<file path="config.mk">
export PLATFORM = sky130hd
export DESIGN_NAME = memory_read_pipe
export DESIGN_NICKNAME = d
export VERILOG_FILES = /design/src/rtl/memory_read_pipe.sv
export SDC_FILE = /design/constraint.sdc
export NUM_CORES = 1
export LEC_CHECK = 0
export ABC_AREA = 1
export CORE_MARGIN = 10
export CORE_UTILIZATION = 54
export DETAILED_ROUTE_END_ITERATION = 6
export DONT_BUFFER_PORTS = 1
export PLACE_DENSITY_LB_ADDON = 0.08
export SLEW_MARGIN = 10
export SYNTH_ARGS = -nofsm -noshare
export SYNTH_HDL_FRONTEND = slang
export SYNTH_SLANG_ARGS = --single-unit
</file>
<file path="constraint.sdc">
create_clock -name clk_i -period 14.7 [get_ports clk_i]
set_clock_uncertainty 0.05 [all_clocks]
set_input_delay 1.47 -clock clk_i [delete_from_list [all_inputs] [get_ports clk_i]]
set_output_delay 1.47 -clock clk_i [all_outputs]
set_load 0.02 [all_outputs]
</file>
<file path="src/rtl/memory_read_pipe.sv">
// SRAM read stage with credit-limited outstanding reads, in-order responses, stall and flush.
// Optional performance counters: define MEMORY_READ_PIPE_PERF_CNT_EN.
module memory_read_pipe #(
  parameter int PIPELINE_SLAVE_DATA_WIDTH  = 64,
  parameter int MEMORY_DATA_WIDTH          = 32,
  parameter int MEMORY_ADDR_WIDTH          = 32,
  parameter int ADDR_OFFSET                = 0,
  parameter int MAX_OUTSTANDING            = 4,
  parameter int PIPELINE_MASTER_DATA_WIDTH = MEMORY_DATA_WIDTH + PIPELINE_SLAVE_DATA_WIDTH
) (
  input  logic                                  clk_i,
  input  logic                                  rst_ni,
  input  logic                                  stall_i,
  input  logic                                  flush_i,
  input  logic [PIPELINE_SLAVE_DATA_WIDTH-1:0]  stage_slave_data,
  input  logic                                  stage_slave_valid,
  output logic                                  stage_slave_ready,
  output logic [PIPELINE_MASTER_DATA_WIDTH-1:0] stage_master_data,
  output logic                                  stage_master_valid,
  input  logic                                  stage_master_ready,
  output logic                                  memory_master_mem_req,
  input  logic                                  memory_master_mem_gnt,
  output logic [MEMORY_ADDR_WIDTH-1:0]          memory_master_mem_addr,
  output logic                                  memory_master_mem_we,
  output logic [MEMORY_DATA_WIDTH/8-1:0]        memory_master_mem_be,
  output logic [MEMORY_DATA_WIDTH-1:0]          memory_master_mem_wdata,
  input  logic                                  memory_master_mem_valid,
  input  logic [MEMORY_DATA_WIDTH-1:0]          memory_master_mem_rdata
`ifdef MEMORY_READ_PIPE_PERF_CNT_EN
  ,
  output logic [31:0]                           perf_issued_o,
  output logic [31:0]                           perf_credit_stall_o,
  output logic [31:0]                           perf_dropped_o
`endif
);

  localparam int SW = PIPELINE_SLAVE_DATA_WIDTH;
  localparam int MW = PIPELINE_MASTER_DATA_WIDTH;
  localparam int CW = $clog2(MAX_OUTSTANDING + 1);
  localparam int PW = (MAX_OUTSTANDING > 1) ? $clog2(MAX_OUTSTANDING) : 1;
  localparam logic [CW:0]   MAX_U = (CW+1)'(MAX_OUTSTANDING);
  localparam logic [PW-1:0] LAST  = PW'(MAX_OUTSTANDING - 1);

  logic          reg_valid;
  logic [SW-1:0] reg_data;
  logic [CW-1:0] inflight, drop_cnt, resp_count;
  logic [CW:0]   used;
  logic [SW-1:0] ctx_mem [MAX_OUTSTANDING];
  logic [MW-1:0] resp_mem [MAX_OUTSTANDING];
  logic [PW-1:0] ctx_wr, ctx_rd, resp_wr, resp_rd;
  logic          issue, rsp_in, rsp_keep, resp_empty, bypass, resp_push, resp_pop;
  logic [MW-1:0] rsp_word;

  function automatic logic [PW-1:0] nxt(input logic [PW-1:0] p);
    return (p == LAST) ? '0 : p + 1'b1;
  endfunction

  // Responses with nothing outstanding (e.g. after reset) carry no credit and are ignored.
  always_comb begin
    used       = {1'b0, inflight} + {1'b0, resp_count};
    memory_master_mem_req = reg_valid && !stall_i && !flush_i && (used < MAX_U);
    issue      = memory_master_mem_req && memory_master_mem_gnt;
    rsp_in     = memory_master_mem_valid && (inflight != '0);
    rsp_keep   = rsp_in && !flush_i && (drop_cnt == '0);
    resp_empty = (resp_count == '0);
    bypass     = rsp_keep && resp_empty && stage_master_ready;
    resp_push  = rsp_keep && !bypass;
    resp_pop   = !flush_i && !resp_empty && stage_master_ready;
    rsp_word   = {memory_master_mem_rdata, ctx_mem[ctx_rd]};
    stage_slave_ready  = !flush_i && (!reg_valid || issue);
    stage_master_valid = !flush_i && (!resp_empty || bypass);
    stage_master_data  = '0;
    if (!resp_empty)  stage_master_data = resp_mem[resp_rd];
    else if (bypass)  stage_master_data = rsp_word;
  end

  assign memory_master_mem_addr  = reg_data[ADDR_OFFSET +: MEMORY_ADDR_WIDTH];
  assign memory_master_mem_we    = 1'b0;
  assign memory_master_mem_be    = '0;
  assign memory_master_mem_wdata = '0;

  always_ff @(posedge clk_i) begin
    if (issue)     ctx_mem[ctx_wr]   <= stage_slave_data_q();
    if (resp_push) resp_mem[resp_wr] <= rsp_word;
  end

  function automatic logic [SW-1:0] stage_slave_data_q();
    return reg_data;
  endfunction

  always_ff @(posedge clk_i) begin
    if (!rst_ni) begin
      reg_valid  <= 1'b0;
      reg_data   <= '0;
      inflight   <= '0;
      drop_cnt   <= '0;
      resp_count <= '0;
      ctx_wr     <= '0;
      ctx_rd     <= '0;
      resp_wr    <= '0;
      resp_rd    <= '0;
    end else begin
      if (flush_i) begin
        reg_valid <= 1'b0;
        reg_data  <= '0;
      end else if (stage_slave_valid && stage_slave_ready) begin
        reg_valid <= 1'b1;
        reg_data  <= stage_slave_data;
      end else if (issue) begin
        reg_valid <= 1'b0;
      end

      if (issue)  ctx_wr <= nxt(ctx_wr);
      if (rsp_in) ctx_rd <= nxt(ctx_rd);
      case ({issue, rsp_in})
        2'b10:   inflight <= inflight + 1'b1;
        2'b01:   inflight <= inflight - 1'b1;
        default: inflight <= inflight;
      endcase

      // Everything still outstanding after the flush cycle must be swallowed on return.
      if (flush_i)                        drop_cnt <= inflight - CW'(rsp_in);
      else if (rsp_in && drop_cnt != '0)  drop_cnt <= drop_cnt - 1'b1;

      if (flush_i) begin
        resp_count <= '0;
        resp_wr    <= '0;
        resp_rd    <= '0;
      end else begin
        if (resp_push) resp_wr <= nxt(resp_wr);
        if (resp_pop)  resp_rd <= nxt(resp_rd);
        case ({resp_push, resp_pop})
          2'b10:   resp_count <= resp_count + 1'b1;
          2'b01:   resp_count <= resp_count - 1'b1;
          default: resp_count <= resp_count;
        endcase
      end
    end
  end

`ifdef MEMORY_READ_PIPE_PERF_CNT_EN
  always_ff @(posedge clk_i) begin
    if (!rst_ni) begin
      perf_issued_o       <= '0;
      perf_credit_stall_o <= '0;
      perf_dropped_o      <= '0;
    end else begin
      if (issue && perf_issued_o != '1)
        perf_issued_o <= perf_issued_o + 1'b1;
      if (reg_valid && used == MAX_U && perf_credit_stall_o != '1)
        perf_credit_stall_o <= perf_credit_stall_o + 1'b1;
      if (rsp_in && (flush_i || drop_cnt != '0) && perf_dropped_o != '1)
        perf_dropped_o <= perf_dropped_o + 1'b1;
    end
  end
`endif

  a_used_bound: assert property (@(posedge clk_i) disable iff (!rst_ni) used <= MAX_U);
  a_inflight_bound: assert property (@(posedge clk_i) disable iff (!rst_ni) {1'b0, inflight} <= MAX_U);
  a_drop_bound: assert property (@(posedge clk_i) disable iff (!rst_ni) {1'b0, drop_cnt} <= MAX_U);
  a_resp_overflow: assert property (@(posedge clk_i) disable iff (!rst_ni)
    !(resp_push && !resp_pop && {1'b0, resp_count} == MAX_U));

endmodule

</file>
==> out/qor.yml <==
outcome: "finished, final reports clean"
core-area_um2: 55200
track_usage_pct: 20.73
p_leak_nw: 12.50
final_common_cell: "edfxtp_1"
synth_warnings: 0
synth_area_leaders: "edfxtp_1 64%, nand2_1 6.5%, dfxtp_1 5.7%"
cts_max_level: 3
maxSlewViolCount: 0
hold_viol: 0
cts.sinks: 726
grt_pass1_vias: 17360
place.gp.congestion: 0.8010
holdWs_ps: 416.1
min_path_type: "reg2reg"
initial_core_util_pct: 54.60
vias: 18580
cp.required_ps: 13180
clk_path_buf_depth: 3
antenna_found_initial: 1
boundaryPins: 272
rsz0062_at_grt: "false"
ant_nets: 0
avgSynthCellArea_um2: 11.02
mostFrequentLayoutCells: "640 x edfxtp_1, 524 x nand2_1, 319 x inv_1"
path_class: "reg2out"
endpoint: "stage_master_data[60]"
arrival_ps: 3650
finalSetupTns_ps: 0
drive_above_1_share_pct: 5.706
cts.hold.buffers_added: 0
tightest_slew_ps: 1156
ys_seq_area_share_pct: 69.48
drt-initial-drc-count: 1605
powerDensity_nw_per_um2: 126.8
cts_tree: "yes"
min_period_over_period_pct: 35.20
ys_types: 32
grt_max_degree: 263
drt_wl_total_um: 69710
max-vdd-ir-drop_uv: 73.16
p_total_mw: 4.129
whs_path_depth: 2
fp-row-count: 86
cp_max_fo: 76
insertion_delay_ps: 590
yosys.area.top_type: "edfxtp_1"
die_area_um2: 65660
syn_area_um2: 30140
cts_made_buffers: 74
synth_cells: 2735
place.port_buffers: 0
r2r_setup_slack_ps: 11000
finalInstanceArea_um2: 32580
fp.dieH_um: 256.3
wire_per_inst_um: 20.22
vias_per_cell: 5.391
syn_to_final_growth_pct: 8.082
overflow: 0
setup_violations: 0
route.detailed.drc: 0
firstDrtPassIters: 5
cts-root-buf: "clkbuf_16"
diodes: 0
fmax_ghz: 0.1933
die_width_um: 256.3
cts_setup_buffers: 0
cts_resized: 0
grt_pass1_wl_um: 106000
clk_pin_slew_ps: 60
layout.nets: 2764
hpwl_um: 40100
worstSetupEndpointType: "output port"
r2r_end: "resp_mem[0][71]$_DFFE_PP_"
layout_min_cycle_time_ps: 5174
yosysTopAreaCellShare_pct: 63.76
relSlewSlack_pct: 22.92
timing.max_cap.violations: 0
worst_setup_path_start_kind: "register"
synth_seq_cells: 726
reg2reg_from: "resp_count[1]$_SDFFE_PP0P_"
rr_worst_depth: 5
placed_area_um2: 30250
==> registers in the layout, summed over array words and instances (netlist names), named ones only <==
register / count
ctx_mem: 256
ctx_rd: 2
ctx_wr: 2
drop_cnt: 3
inflight: 3
reg_data: 64
reg_valid: 1
resp_count: 3
resp_mem: 384
resp_rd: 2
resp_wr: 2
==> cell families after synthesis <==
| kind of cell | count (synthesis) | share of synthesized area [%] |
|---|---|---|
| AND/OR/NAND/NOR | 1008 | 14.06 |
| flip-flops | 726 | 69.48 |
| buffers and inverters | 556 | 8.178 |
| AO/OA/AOI/OAI | 422 | 7.339 |
| adder cells (fa/ha/maj) | 20 | 0.8801 |
| XOR/XNOR | 2 | 0.05813 |
| other | 1 | 0.01244 |
==> layout make-up <==
type                       instances  area [µm²]
timing repair buffer              23       185.2
multi-input combinational       1489        6950
tap                              748       935.9
inverter                         326        1234
clock buffer                     102        2081
fill                            4561       22620
sequential                       726       20950
clock inverter                    33       242.7
==> power breakdown <==
part           switching, mW  internal [mW]  leakage, nW
registers             0.0159           2.24         6.52
clock network          0.747           1.04         1.14
logic                 0.0641         0.0201         4.84
total                  0.827           3.30         12.5
==> stage by stage <==
stage | instances | util [%] | setup WS, ps
2_1_floorplan | 2771 | - | 8120
3_3_place_gp | 3312 | 54.81 | 9946
3_5_place_dp | 3312 | 54.81 | 9887
4_1_cts | 3447 | 59.01 | 9486
5_1_grt | 3447 | 59.01 | 9205
6_report | 3447 | 59.01 | 9526
==> cells in the mapped netlist <==
master	instances
edfxtp_1	640
nand4_1	64
nand2_2	2
xnor2_1	1
inv_2	2
o21ai_0	240
conb_1	1
ha_1	18
fa_1	2
a21oi_1	114
xor2_1	1
o21a_1	1
nand3_4	1
nand3_2	1
clkbuf_1	100
buf_6	6
clkinv_1	2
nor2_1	216
buf_4	78
nand2_1	524
nand3_1	196
o211ai_2	1
dfxtp_1	86
nor2_4	1
nor3_4	1
inv_1	321
buf_2	30
buf_1	16
inv_4	1
o211a_1	2
o22ai_1	64
nor3_1	2
==> worst min-delay path by stage <==
stage                               end  slack, ps                     start
4_1_cts        drop_cnt[1]$_SDFFE_PN0P_        420  drop_cnt[1]$_SDFFE_PN0P_
3_5_place_dp   drop_cnt[1]$_SDFFE_PN0P_        410  drop_cnt[1]$_SDFFE_PN0P_
2_1_floorplan  drop_cnt[1]$_SDFFE_PN0P_        390  drop_cnt[1]$_SDFFE_PN0P_
6_report       drop_cnt[1]$_SDFFE_PN0P_        420  drop_cnt[1]$_SDFFE_PN0P_
3_3_place_gp   drop_cnt[1]$_SDFFE_PN0P_        400  drop_cnt[1]$_SDFFE_PN0P_
5_1_grt        drop_cnt[0]$_SDFFE_PN0P_        460  drop_cnt[0]$_SDFFE_PN0P_
==> per-layer routing <==
metal	share of wire [%]	up-vias	global-route usage (%)	wire (µm)
met1	46	8923	30.18	32240
met5	0	-	0	0
li1	-	9007	-	-
met2	45	585	31.51	31670
met3	7.0	69	4.184	4852
met4	1.4	0	5.158	956
==> critical path, cell delays in order (launching register included) <==
cell,delay (ps)
dfxtp_4,520
clkinv_2,580
buf_4,710
o21ai_0,170
o22ai_1,630
nand2_1,120
nand2_1,290
Power figures use the tool's default switching activity.
